## config.mk

```make
export PLATFORM = sky130hd
export DESIGN_NAME = sar_search
export DESIGN_NICKNAME = d
export VERILOG_FILES = /design/src/rtl/sar_search.sv
export SDC_FILE = /design/constraint.sdc
export NUM_CORES = 1
export LEC_CHECK = 0
export ABC_AREA = 1
export CAP_MARGIN = 20
export CORE_MARGIN = 2
export CORE_UTILIZATION = 30
export CTS_CLUSTER_DIAMETER = 150
export DETAILED_ROUTE_END_ITERATION = 7
export PLACE_DENSITY = 0.5
export SLEW_MARGIN = 20
export SYNTH_ARGS = -nofsm -noshare
export SYNTH_HDL_FRONTEND = slang
export SYNTH_SLANG_ARGS = --single-unit
```

## constraint.sdc

```tcl
create_clock -name clk -period 3.35 [get_ports clk]
set_input_delay 1.005 -clock clk [delete_from_list [all_inputs] [get_ports clk]]
set_output_delay 1.005 -clock clk [all_outputs]
set_load 0.03 [all_outputs]
```

## src/rtl/sar_search.sv

```systemverilog
// Successive-approximation search over the full signed WIDTH-bit range, driven
// by an external comparator that reports A vs. Trial through Gt/Eq/Lt flags.
module sar_search #(
    parameter int WIDTH = 4
) (
    input  logic             clk,
    input  logic             rst_n,
    input  logic             start,
    input  logic             Gt,
    input  logic             Eq,
    input  logic             Lt,
    output logic [WIDTH-1:0] Trial,
    output logic [WIDTH-1:0] Result,
    output logic             busy,
    output logic             done,
    output logic             found,
    output logic             err,
    output logic [1:0]       dbg_state
);

    localparam int KW = (WIDTH > 1) ? $clog2(WIDTH) : 1;
    localparam logic [WIDTH-1:0] MSB = {1'b1, {(WIDTH-1){1'b0}}};

    typedef enum logic [1:0] {IDLE, TEST, VERIFY, DONE} state_t;

    state_t           state;
    logic [WIDTH-1:0] code;
    logic [KW-1:0]    k;
    logic [WIDTH-1:0] code_upd;
    logic             one_hot;

    // Offset-binary code: flipping the MSB maps it onto two's complement.
    assign Trial     = code ^ MSB;
    assign one_hot   = ({Gt, Eq, Lt} == 3'b100) || ({Gt, Eq, Lt} == 3'b010) ||
                       ({Gt, Eq, Lt} == 3'b001);
    assign dbg_state = state;

    // Resolve bit k from the comparator, then tentatively set the next bit down.
    always_comb begin
        code_upd = code;
        if (Lt)
            code_upd[k] = 1'b0;
        if (k != '0)
            code_upd[k - KW'(1)] = 1'b1;
    end

    always_ff @(posedge clk or negedge rst_n) begin
        if (!rst_n) begin
            state  <= IDLE;
            code   <= '0;
            k      <= '0;
            Result <= '0;
            busy   <= 1'b0;
            done   <= 1'b0;
            found  <= 1'b0;
            err    <= 1'b0;
        end else begin
            case (state)
                IDLE: begin
                    done <= 1'b0;
                    if (start) begin
                        code  <= MSB;
                        k     <= KW'(WIDTH - 1);
                        found <= 1'b0;
                        err   <= 1'b0;
                        busy  <= 1'b1;
                        state <= TEST;
                    end
                end
                TEST: begin
                    if (!one_hot) begin
                        err    <= 1'b1;
                        found  <= 1'b0;
                        Result <= Trial;
                        busy   <= 1'b0;
                        done   <= 1'b1;
                        state  <= DONE;
                    end else if (Eq) begin
                        found  <= 1'b1;
                        Result <= Trial;
                        busy   <= 1'b0;
                        done   <= 1'b1;
                        state  <= DONE;
                    end else begin
                        code <= code_upd;
                        if (k != '0)
                            k <= k - KW'(1);
                        else
                            state <= VERIFY;
                    end
                end
                VERIFY: begin
                    Result <= Trial;
                    found  <= Eq;
                    err    <= !one_hot;
                    busy   <= 1'b0;
                    done   <= 1'b1;
                    state  <= DONE;
                end
                DONE: begin
                    done  <= 1'b0;
                    state <= IDLE;
                end
                default: state <= IDLE;
            endcase
        end
    end

endmodule

```

* Word level (Yosys, flattened, before mapping) *
Index checks and enable logic that the tools add are counted.

operators by class
  muxes and demuxes = 35
  reductions and logical operators = 17
  eq/ne operators = 13
  bitwise operators = 4
  $lt $le $gt $ge = 4
  add/sub/neg operators = 1

operators with widths
  kind                count
  $mux 4              7
  $mux 2              8
  $pmux 4 s2          2
  $pmux 1 s3          4
  $mux 1              10
  $ne 2x2->1 const B  5
  $pmux 2 s4          1
  $lt 2x3->1 const B  2
  $reduce_and 3->1    2
  $reduce_bool 2->1   3
  $reduce_and 5->1    1
  $and 4x4->4         1
  $demux 1 s2         2
  $eq 2x2->1 const B  2
  $ge 2x1->1 const B  2
  $ne 4x4->1 const B  1
  $not 4->4           1
  $or 4x4->4          1
  $pmux 2 s2          1
  $reduce_and 2->1    2
  $reduce_and 4->1    1
  $eq 3x1->1 const B  1
  $eq 3x2->1 const B  1
  $eq 3x3->1 const B  1
  other kinds (10)    12

word-level totals
  flip-flop bits (word level) = 16
  word-level logic and storage cells = 82
  output and inout bits = 14

* Longest topological paths before layout *
  depth after elaboration = 12
  mapped depth = 9
  gate-level depth less buffers = 9

* Worst setup path after synthesis *
OpenSTA, ideal clock, no wires.

  kind = input port to flip-flop
  start point = in Gt
  end point = reg err
  library setup time = 0.113 ns
  setup slack = 1.606 ns
  data arrival time = 1.631 ns
  cell stages on the path = 7
  path buffers = 0
  data required time = 3.237 ns
  cell sequence = inv_1 > nand2_2 > nand2_4 > nand3_4 > a21o_2 > nand2_1 > inv_1

on the way
  cells in the longest elaborated chain, start to end = 5
  elaborated cells on any way between the ends = 9

RTL lines
  item                                                                    line  source
  start, declared                                                         9     input logic Gt,
  $eq 3x3->1 / $eq 3x2->1 (equally long branches)                         34    assign one_hot = ({Gt, Eq, Lt} == 3'b100) || ({Gt, Eq, Lt} == 3'b010) ||
  $logic_or 1x1->1                                                        34
  $logic_or 1x1->1 (*)                                                    34
  $ne 2x2->1 (no source line) / $logic_not 1->1 (equally long branches)   --
  $reduce_and 3->1 (no source line) / $pmux 1 s3 (equally long branches)  --
  end signal, assigned                                                    95    err <= !one_hot;
  end, declared                                                           17    output logic err,

Mark *: on every way between the ends. The rest lies on a longest branch, timed or not.
A chain may end at the register's enable or synchronous reset.

* Final worst setup path *
  start point = reg state[0] (netlist: dbg_state[0])
  end point = out dbg_state[0]

RTL lines
  item                    line  source
  start, declared         26    state_t state;
  start signal, assigned  49    state <= IDLE;
  start signal, assigned  67    state <= TEST;
  start signal, assigned  77    state <= DONE;
  end, declared           18    output logic [1:0] dbg_state

No word-level cell between the ends.

==> metrics.txt <==
status finished, final reports clean; Tightest Hold Check Type flop to flop; drt first pass iters 4; worst path required time 2340 ps; setup bufs post-CTS 0; Die Y 63.7 um; HPWL Detailed 1.64 mm; # IOs 20; Hold Buf Count CTS 0; GR Util met1 13.9%; core area 0.00339 mm^2; Synth cell types 23; first-pass GRT wire length 3.57 mm; period utilisation layout 73.4%; Total GRT Usage 11.2%; top cell type's share of synthesized area 37.5%; Starting Density 31.5%; slew margin rel. 47.7%; antenna-violating nets left 0; Die Area 0.00406 mm^2; register bit total from synthesis 16; syn_nets 146; multi-input gate area in the final layout 572 um^2; share of layout cells above drive strength 1 13.9%; RSZ-0062 raised after global routing no; pin count of the biggest net entering global routing 17; Layout area overhead 23.4%; synthesized area 0.00107 mm^2; Hold Vio Cnt, Final 0; Highest Clock Rate 406 MHz; MaxCap Viol Count 0; met3 Usage GRT 2.14%; busiest grt layer met2; Arr. time, crit path 1460 ps; CP Cell Sequence clkdlybuf4s50_1; Syn Area/Cell 8.09 um^2; num rows 21; clk root buf clkbuf_4; number of global-route vias before repair 805; final global-route overflow total 0; setup TNS 0 ps; Final Setup Violations 0; Fin Clk Skew 7.72 ps; Routed WL per cell 10.6 um; net switching power 0.000690 W; quantity of gates resized following cts 0; Internal 0.000697 W; crit path max fanout 6; Yosys warnings 0; commonest non-fill, non-tap cell in the layout nand2_1; critical path launch point type flop; hold_sp Result[0]$_DFFE_PN0P_; CP bufs+invs 1; CP top delay family buffers and inverters; Slew @ Worst Pin 783 ps; sequential share of power 26.6%; Tmin final 2460 ps; initial antenna violation count 0; Initial DRC Count 28; M2 GR Usage 18.7%; combinational share of power 63.9%; fin. max-slew vios 0; critical path class flop to output port; clock latency on the worst-skew pair 290 ps; top post-synthesis cells by area dfrtp_1 37%, nand2_1 15%, ha_1 9.4%; CTS tree done; Synth Instances 132; most frequent cells in the layout 43 x nand2_1, 19 x clkdlybuf4s50_1, 16 x dfrtp_1, 14 x inv_1; Die Width 63.7 um; via count 877; switch share 49.8%; via/cell ratio 4.45; Layout fillers 355; critical path endpoint category output port; register area 400 um^2; final hold slack 486 ps; number of buffers on the longest clock path 2; register area share after synthesis 37.5%; nets@finish 166; worst setup path start dbg_state[0]$_DFFE_PN0P_; # port buffers 19; Worst R2R Start dbg_state[1]$_DFFE_PN0P_; PD cells 1050 mW/mm^2; TritonCTS Buffers 3; Antenna diodes 0; slowest stage delay, CP 720 ps; CP max-delay cell clkdlybuf4s50_1; final wirelength 2.09 mm; clock share of power 9.5%; Worst-path clk slew 110 ps; CTS HTree Levels 1; gpl congestion 0.798; drt drc 0; largest area contributor in the netlist dfrtp_1; peak supply drop 0.000281 V; static leakage 0.641 nW; Num Clock Sinks 16
[area by class of cell]
type | instances | area share, %
clock buffer | 4 | 2.75
sequential | 16 | 30.4
multi-input combinational | 96 | 43.4
inverter | 16 | 4.74
timing repair buffer | 19 | 14.4
tap | 46 | 4.36
[per-layer routing]
metal	vias to the layer above	wire length, um	part of all wire, %
met5	-	0	0
met4	0	8	0.38
met3	2	63	3.0
met2	14	1020	49
met1	401	990	47
li1	460	-	-
[state kept, by name, summed over array words and instances, names as in the netlist]
name	flops
k	2
done	1
code	4
err	1
found	1
dbg_state	2
busy	1
Result	4
[cells by family after synthesis]
family	share of synthesized area [%]
AOI/OAI and AO/OA	9.02
adders and majority gates	9.37
buffers and inverters	9.02
DFF	37.5
and+or+nand+nor	35.1
[cell usage after synthesis]
library cell / instances
nand3_2: 1
a21o_2: 1
dfrtp_1: 16
nand3_1: 6
nand2_1: 43
ha_1: 8
o21ai_1: 8
inv_1: 14
inv_2: 1
nor2_1: 6
or2_2: 1
buf_6: 1
a21oi_1: 3
nand2_2: 4
nand4_4: 1
o21ai_0: 3
nand3_4: 2
a41oi_1: 1
nand4_1: 3
inv_4: 1
nand2_4: 4
a21oi_2: 1
buf_4: 3
[worst paths after layout]
| path | end | slack (ps) | depth (start not counted) |
|---|---|---|---|
| worst max-delay path | dbg_state[0] | 890 | 1 |
| worst min register to register | Result[0]$_DFFE_PN0P_ | 490 | 2 |
| worst max register to register | dbg_state[1]$_DFFE_PN0P_ | 1470 | 9 |
| min in group asynchronous | Result[0]$_DFFE_PN0P_ | 1160 | 1 |
| worst min-delay path | Result[0]$_DFFE_PN0P_ | 490 | 2 |
| max in group asynchronous | k[1]$_DFFE_PN0P_ | 1700 | 1 |
[through the flow]
step	worst slack [ps]	area (um^2)	util, %	power (W)	std cells
6_report	890	1320	38.9	0.00139	197
4_1_cts	876	1320	38.9	0.00140	197
3_3_place_gp	1020	1280	37.8	0.00126	193
2_1_floorplan	1610	1070	-	0.00103	132
3_5_place_dp	993	1280	37.8	0.00127	193
5_1_grt	825	1320	38.9	0.00152	197
[power by group through the flow]
stage / sequential, W / combinational (W) / clock (W)
after floorplan: 0.000461 / 0.000570 / 0
after global placement: 0.000370 / 0.000888 / 0
after detailed placement: 0.000374 / 0.000894 / 0
after CTS: 0.000370 / 0.000897 / 0.000138
after global routing: 0.000383 / 0.000988 / 0.000146
final: 0.000368 / 0.000886 / 0.000132
[tightest hold or removal path, cell delays in order, from the launching register on]
cell and delay [ps]:
dfrtp_1 360, nand2_1 50, nand2_1 50
No activity file was read; power rests on OpenSTA's default activity.
